--- config.mk ---
export PLATFORM = sky130hd
export DESIGN_NAME = moldudp64_encoder
export DESIGN_NICKNAME = d
export VERILOG_FILES = /design/src/rtl/moldudp64_encoder.sv
export SDC_FILE = /design/constraint.sdc
export NUM_CORES = 1
export LEC_CHECK = 0
export CELL_PAD_IN_SITES_DETAIL_PLACEMENT = 1
export CELL_PAD_IN_SITES_GLOBAL_PLACEMENT = 1
export CORE_ASPECT_RATIO = 1.75
export CORE_MARGIN = 3
export CORE_UTILIZATION = 44
export CTS_CLUSTER_SIZE = 40
export DETAILED_ROUTE_END_ITERATION = 6
export PLACE_DENSITY_LB_ADDON = 0.1
export SLEW_MARGIN = 0
export SYNTH_ARGS = -nofsm -noshare
export SYNTH_HDL_FRONTEND = slang
export SYNTH_SLANG_ARGS = --single-unit
--- constraint.sdc ---
create_clock -name clk -period 8.3 [get_ports clk]
set_input_delay 2.49 -clock clk [delete_from_list [all_inputs] [get_ports clk]]
set_output_delay 2.49 -clock clk [all_outputs]
set_load 0.005 [all_outputs]
--- src/rtl/moldudp64_encoder.sv ---
// MoldUDP64 downstream packet builder: 20-byte header plus length-prefixed messages, byte-packed into 64-bit beats.
// Optional idle heartbeat packets are compiled in when MOLD_HEARTBEAT_EN is defined.
module moldudp64_encoder #(
  parameter logic [31:0] HB_CYCLES = 32'd1000000
) (
  input  logic         clk,
  input  logic         rst,
  input  logic [79:0]  sessionID,
  input  logic [63:0]  seqInit,
  input  logic         seqLoad,
  input  logic         pktValid,
  output logic         pktReady,
  input  logic [15:0]  pktMsgCount,
  input  logic         msgValid,
  output logic         msgReady,
  input  logic [63:0]  msgData,
  input  logic [3:0]   msgBytes,
  input  logic [15:0]  msgLen,
  input  logic         msgLast,
  output logic [63:0]  dataOut,
  output logic [3:0]   outBytes,
  output logic         outValid,
  input  logic         outReady,
  output logic         outLast,
  output logic [63:0]  sequenceNumber
);

  localparam int unsigned BUF_BYTES  = 16;
  localparam int unsigned BEAT_BYTES = 8;
  localparam int unsigned OCC_W      = 5;

  typedef enum logic [2:0] {
    S_IDLE, S_HDR0, S_HDR1, S_HDR2, S_LEN, S_DATA, S_FLUSH
  } state_e;

  state_e                  state_q, state_d;
  logic [8*BUF_BYTES-1:0]  buf_q, buf_d;
  logic [OCC_W-1:0]        occ_q, occ_d;
  logic [63:0]             seq_q, seq_d;
  logic [79:0]             session_q, session_d;
  logic [15:0]             count_q, count_d;
  logic [15:0]             remaining_q, remaining_d;

  logic                    can_push;
  logic                    pop;
  logic                    hb_fire;
  logic [3:0]              push_n;
  logic [3:0]              pop_n;
  logic [3:0]              msg_n;
  logic [3:0]              out_bytes_c;
  logic [63:0]             push_data;
  logic [63:0]             push_mask;
  logic [OCC_W-1:0]        base;
  logic [159:0]            hdr;

  assign can_push       = (occ_q <= OCC_W'(BEAT_BYTES));
  assign out_bytes_c    = (occ_q >= OCC_W'(BEAT_BYTES)) ? 4'd8 : occ_q[3:0];
  assign outValid       = (occ_q >= OCC_W'(BEAT_BYTES)) || ((state_q == S_FLUSH) && (occ_q != '0));
  assign outLast        = (state_q == S_FLUSH) && (occ_q != '0) && (occ_q <= OCC_W'(BEAT_BYTES));
  assign outBytes       = out_bytes_c;
  assign dataOut        = buf_q[63:0];
  assign sequenceNumber = seq_q;
  assign pop            = outValid && outReady;
  assign pop_n          = pop ? out_bytes_c : 4'd0;
  assign msg_n          = (msgBytes > 4'd8) ? 4'd8 : msgBytes;
  assign hdr            = {count_q, seq_q, session_q};

`ifdef MOLD_HEARTBEAT_EN
  logic [31:0] idle_cnt_q, idle_cnt_d;

  assign hb_fire = (state_q == S_IDLE) && (occ_q == '0) && (idle_cnt_q >= HB_CYCLES);

  // Idle counter: advances only while nothing is requested, cleared by any packet.
  always_comb begin
    idle_cnt_d = idle_cnt_q;
    if ((state_q != S_IDLE) || hb_fire) begin
      idle_cnt_d = '0;
    end else if (!pktValid) begin
      idle_cnt_d = idle_cnt_q + 32'd1;
    end
  end

  always_ff @(posedge clk) begin
    if (!rst) begin
      idle_cnt_q <= '0;
    end else begin
      idle_cnt_q <= idle_cnt_d;
    end
  end
`else
  logic unused_hb;
  assign unused_hb = ^HB_CYCLES;
  assign hb_fire   = 1'b0;
`endif

  // Packer: drop popped bytes from the front, append pushed bytes after what remains.
  always_comb begin
    push_mask = (push_n >= 4'd8) ? '1 : ((64'd1 << {push_n, 3'b000}) - 64'd1);
    base      = occ_q - OCC_W'(pop_n);
    buf_d     = (buf_q >> {pop_n, 3'b000}) | ((128'(push_data & push_mask)) << {base, 3'b000});
    occ_d     = occ_q + OCC_W'(push_n) - OCC_W'(pop_n);
  end

  // Packet sequencing: header, then LEN/DATA per message, then drain.
  always_comb begin
    state_d     = state_q;
    seq_d       = seq_q;
    session_d   = session_q;
    count_d     = count_q;
    remaining_d = remaining_q;
    push_n      = 4'd0;
    push_data   = 64'd0;
    pktReady    = 1'b0;
    msgReady    = 1'b0;

    case (state_q)
      S_IDLE: begin
        if (seqLoad) begin
          seq_d = seqInit;
        end
        pktReady = rst && (occ_q == '0) && !seqLoad && !hb_fire;
        if (hb_fire) begin
          session_d   = sessionID;
          count_d     = 16'd0;
          remaining_d = 16'd0;
          state_d     = S_HDR0;
        end else if (pktValid && pktReady) begin
          session_d   = sessionID;
          count_d     = pktMsgCount;
          remaining_d = pktMsgCount;
          state_d     = S_HDR0;
        end
      end
      S_HDR0: begin
        if (can_push) begin
          push_n    = 4'd8;
          push_data = hdr[63:0];
          state_d   = S_HDR1;
        end
      end
      S_HDR1: begin
        if (can_push) begin
          push_n    = 4'd8;
          push_data = hdr[127:64];
          state_d   = S_HDR2;
        end
      end
      S_HDR2: begin
        if (can_push) begin
          push_n    = 4'd4;
          push_data = {32'd0, hdr[159:128]};
          state_d   = (remaining_q == 16'd0) ? S_FLUSH : S_LEN;
        end
      end
      S_LEN: begin
        // Length prefix is taken from the first beat without consuming it.
        if (msgValid && can_push) begin
          push_n    = 4'd2;
          push_data = {48'd0, msgLen};
          state_d   = S_DATA;
        end
      end
      S_DATA: begin
        msgReady = rst && can_push;
        if (msgValid && can_push) begin
          push_n    = msg_n;
          push_data = msgData;
          if (msgLast) begin
            remaining_d = remaining_q - 16'd1;
            state_d     = (remaining_q == 16'd1) ? S_FLUSH : S_LEN;
          end
        end
      end
      S_FLUSH: begin
        if (outLast && pop) begin
          seq_d   = seq_q + 64'(count_q);
          state_d = S_IDLE;
        end
      end
      default: begin
        state_d = S_IDLE;
      end
    endcase
  end

  always_ff @(posedge clk) begin
    if (!rst) begin
      state_q     <= S_IDLE;
      buf_q       <= '0;
      occ_q       <= '0;
      seq_q       <= '0;
      session_q   <= '0;
      count_q     <= '0;
      remaining_q <= '0;
    end else begin
      state_q     <= state_d;
      buf_q       <= buf_d;
      occ_q       <= occ_d;
      seq_q       <= seq_d;
      session_q   <= session_d;
      count_q     <= count_d;
      remaining_q <= remaining_d;
    end
  end

endmodule
# Word-level counts from Yosys, hierarchy flattened
# Cells that the tools add are included.
[op_classes]
n_addsub = 6
magnitude_cmp = 4
eq_ne = 16
n_shift = 3
mux = 35
bitwise = 2
reduce_logical = 22
[op_table]
columns = ["op", "count"]
rows = [
  ["64-bit 2-to-1 mux", 6],
  ["64-bit one-hot mux with 5 select lines", 1],
  ["128-bit OR", 1],
  ["64-bit one-hot mux with 2 select lines", 1],
  ["64-bit by 8-bit left shift with 128-bit output", 1],
  ["128-bit by 7-bit >> shifter with 128-bit output", 1],
  ["64-bit by 16-bit adder with 64-bit output", 1],
  ["64-bit AND", 1],
  ["16-bit 2-to-1 mux", 4],
  ["1-bit by 7-bit left shift with 64-bit output, first input constant", 1],
  ["64-bit by 1-bit subtractor with 64-bit output, second input constant", 1],
  ["32-bit 2-to-1 mux", 1],
  ["16-bit one-hot mux with 2 select lines", 1],
  ["3-bit 2-to-1 mux", 9],
  ["3-bit one-hot mux with 7 select lines", 1],
  ["4-bit 2-to-1 mux", 5],
  ["16-bit by 1-bit == test with 1-bit output, second input constant", 1],
  ["16-bit logical NOT", 1],
  ["2-bit != test, second input constant", 8],
  ["4-bit one-hot mux with 4 select lines", 1],
  ["16-bit by 1-bit subtractor with 16-bit output, second input constant", 1],
  ["5-bit by 4-bit subtractor with 5-bit output", 2],
  ["3-bit == test, second input constant", 3],
  ["1-bit logical AND", 9],
  ["other kinds (21)", 26],
]
[word_totals]
ff_bits = 312
input_bits = 251
output_inout_bits = 136
word_cells = 95

# Logic depth before layout (Yosys ltp)
[depth]
word_depth = 10
depth_mapped = 19
mapped_depth_nobuf = 13

# Worst setup path before layout
# Ideal clock, no wire load.
[synth_path]
path_kind = "input-to-reg"
startpoint = "input port outReady"
endpoint = "register buf_q[94]"
setup_time_ps = 83
t_arrival_ps = 5992
required_ps = 8217
setup_slack_ps = 2225
stages = 16
path_buffers = 3
cell_sequence = "nor3b_1 nand3_1 clkbuf_1 inv_1 ha_1 inv_1 fa_1 a21o_1 a22o_1 or2_2 clkbuf_1 a211oi_1 nand2_1 clkbuf_1 a211o_1 o221ai_1"
[synth_between]
elab_chain_len = 5
elab_cells_between_ends = 6
cone_classes = "add/sub: 1; shift: 2; mux: 1; bitwise: 1; reduce/logical: 1"
[synth_lines]
columns = ["item", "line_no", "source"]
rows = [
  ["start, declared", "23", "input logic outReady,"],
  ["1-bit logical AND *", "63", "assign pop = outValid && outReady;"],
  ["4-bit 2-to-1 mux *", "64", "assign pop_n = pop ? out_bytes_c : 4'd0;"],
  ["5-bit by 4-bit subtractor with 5-bit output", "99", "base = occ_q - OCC_W'(pop_n);"],
  ["64-bit by 8-bit left shift with 128-bit output", "100", "buf_d = (buf_q >> {pop_n, 3'b000}) | ((128'(push_data & push_mask)) << {base, 3'b000});"],
  ["128-bit OR *", "100", ""],
  ["end signal, assigned", "197", "buf_q <= buf_d;"],
  ["end, declared", "37", "logic [8*BUF_BYTES-1:0] buf_q, buf_d;"],
]
# Mark *: on every way between the ends. The rest lies on a longest branch, timed or not.
# A chain may end at the register's enable or synchronous reset.

# Worst setup path after layout
[layout_path]
startpoint = "input port msgValid"
endpoint = "register buf_q[40]"
[layout_between]
elab_chain_len = 9
elab_cells_between_ends = 14
cone_classes = "add/sub: 1; order compare: 1; shift: 2; mux: 7; bitwise: 2; reduce/logical: 1"
[layout_lines]
columns = ["item", "line_no", "source"]
rows = [
  ["start, declared", "14", "input logic msgValid,"],
  ["1-bit logical AND *", "157, 165", ""],
  ["4-bit 2-to-1 mux / 2-bit 2-to-1 mux (equally long branches)", "165, 157", ""],
  ["4-bit one-hot mux with 4 select lines", "116", "case (state_q)"],
  ["1-bit by 7-bit left shift with 64-bit output", "98", "push_mask = (push_n >= 4'd8) ? '1 : ((64'd1 << {push_n, 3'b000}) - 64'd1);"],
  ["64-bit by 1-bit subtractor with 64-bit output", "98", ""],
  ["64-bit 2-to-1 mux", "98", ""],
  ["64-bit AND *", "100", ""],
  ["64-bit by 8-bit left shift with 128-bit output *", "100", ""],
  ["128-bit OR *", "100", ""],
]
# Marked as above.

==> reports/metrics.yaml <==
fin_total_pwr_uw: 8040
place_ws_ns: 1.04
syn_avg_cell_area_um2: 7.58
grt_usage: 0.473
vias_per_cell: 7.20
yosysWarnings: 0
finalWirelength_mm: 143
maxCapViolCount: 0
worst_pin_slew_ns: 1.30
yosysSeqAreaShare: 0.257
cts_inserted_buffers: 35
outcome: "finished, violations left"
grt_max_degree: 97
dp_hpwl_mm: 107
drv_slew: 0
fin_skew_ns: 0.0221
clockBufferDepth: 3
io_buffers: 386
post-route-period-util: 0.841
clk_pin_slew_ns: 0.07
grt_pass1_wl_mm: 205
cts_tree: "done"
synthFlopType: "dfxtp_1"
netlist_instances: 3208
ctsResizeCount: 0
antenna_found_initial: 9
fin_crit_ns: 6.98
drtAntennaViolNets: 0
setup_tns_ns: 0
gp_congestion: 1.11
leakagePower_uw: 0.0112
crit_type: "primary input to flop"
gr-total-overflow: 0
end_kind: "flop"
path_max_fanout: 12
post-synth-top-count-cell: "nand2_1"
synthToLayoutAreaGrowth_pct: 21.1
rows: 113
drt-initial-drc-count: 3302
synth_top_cell_area_share: 0.257
root_buffer: "clkbuf_16"
worst-path-buf-inv: 2
synth_top_area_cell: "dfxtp_1"
path_cells: "clkdlybuf4s50_1 -> nand3b_4 -> a21oi_1 -> a211oi_2 -> nor2_1 -> ha_1 -> inv_1 -> nor4_1 -> nor4_1 -> o2bb2ai_1 -> nor2_1 -> a311o_1"
violations: "design-rule violations"
first_pass_iters: 7
critPathLaunchType: "primary input"
synth_seq_cells: 312
die_area_um2: 58200
crit_arrival_ns: 7.40
synthArstFlopShare: 0
vias: 29451
wl_met2_mm: 65.2
cp_slowest_cell: "o2bb2ai_1"
cts_setup_buffers: 0
cts_sinks: 312
setup_slack_ns: 1.32
drt-met1-wl_mm: 46.4
clock.fmax_ghz: 0.143
final_util: 0.540
whs_ns: 0.460
setup_violations: 0
start_util: 0.446
synth_cell_types: 103
rsz0062_at_grt: "false"
wl_met3_mm: 13.1
nets: 3656
grt_pass1_vias: 30439
die_w_um: 184
peakVddDrop_uv: 210
slowest_delay_ns: 0.81
routedWlPerCell_um: 34.8
slew-limit-headroom: 0.129
worst_ep_required_time_ns: 8.73
syn_area_um2: 24300
hold_violations: 0
top_layer: "met5"
synth_fp_nets: 3493
core_area_um2: 54400
layout-drive-gt1-share: 0.0804
synth_edf_count: 0
synth_commonest_cells: "434 x nand2_1, 312 x dfxtp_1, 289 x a21oi_1, 221 x mux2i_1, 203 x nor2_1"
h-tree-depth: 2
die_h_um: 317
power.density_cell_area_nw_per_um2: 273
clk_latency_ns: 0.57
hold_path.class: "flop to flop"
synth_area_leaders: "dfxtp_1 26%, mux2i_1 9.1%, nand2_1 6.7%"
io_pins: 387
drc_errors: 10
ctsHoldBuffers: 0
cp_top_family: "simple AND/OR/NAND/NOR gates"
## layout make-up
| type | count | area (µm²) |
|---|---|---|
| inverter | 38 | 148 |
| sequential | 312 | 6250 |
| antenna | 8 | 20.0 |
| clock buffer | 46 | 988 |
| multi-input combinational | 2498 | 16200 |
| tap | 690 | 863 |
| fill | 6623 | 25000 |
| timing repair buffer | 486 | 4650 |
| clock inverter | 15 | 275 |
## kinds of logic (layout without fill, tap and decap cells)
family,count (synthesis),after routing,synth area share
XOR/XNOR,14,14,0.00505
AO/OA/AOI/OAI,1111,1111,0.316
adder cells (fa/ha/maj),34,34,0.0194
buffers and inverters,398,585,0.0804
multiplexers,259,259,0.109
other,0,8,0
AND/OR/NAND/NOR,1080,1080,0.213
flip-flops,312,312,0.257
## where the power goes
part	total [µW]	switching [µW]	internal (µW)
Sequential	2130	419	1710
Combinational	4100	2740	1370
Clock	1800	737	1060
Total	8040	3890	4140
## placed cells by master, fill, tap and decap left out, types with 33 or more instances in the layout
cell	count
a211oi_1	112
a21oi_1	289
a22o_1	43
a22oi_1	46
a311oi_1	36
a31oi_1	41
and3_1	55
buf_4	97
clkbuf_16	36
clkdlybuf4s50_1	385
dfxtp_1	309
inv_1	33
mux2_2	37
mux2i_1	221
nand2_1	432
nand3_1	106
nor2_1	202
nor3_1	69
o21ai_0	151
o22ai_1	39
or3_1	34
## worst reg2reg max path, cell delays in order, from the launching register on
cell and delay, ns:
dfxtp_4 0.51, buf_4 0.40, and3b_1 0.87, and3_1 0.43
a211oi_2 0.16, nor2_1 0.78, ha_1 0.54, inv_1 0.11
nor4_1 0.53, nor4_1 0.16, o2bb2ai_1 0.81, nor2_1 0.15
a311o_1 0.33
## state kept, by name, indices dropped and copies added (netlist names)
name,count
session_q,80
state_q,3
remaining_q,16
buf_q,128
occ_q,5
sequenceNumber,64
count_q,16
## worst paths after layout
path	startpoint	endpoint	slack, ns	cells after the start
setup reg to reg	state_q[1]	buf_q[40]	2.37	12
hold / removal	session_q[38]	session_q[38]	0.46	2
setup / recovery	msgValid	buf_q[40]	1.32	12
hold reg to reg	session_q[38]	session_q[38]	0.46	2
## layer usage
layer	vias to the layer above	GRT usage
met5	-	0
met4	6	0.469
met3	752	0.108
met2	2081	0.772
met1	14269	0.489
li1	12343	-
## per-stage QoR
stage               instance area [µm²]  instances
finish                            29400       4093
global route                      29400       4086
CTS                               29400       4083
detailed placement                28100       4022
global placement                  28100       4022
floorplan                         24300       3208
(Power assumes the default switching activity.)
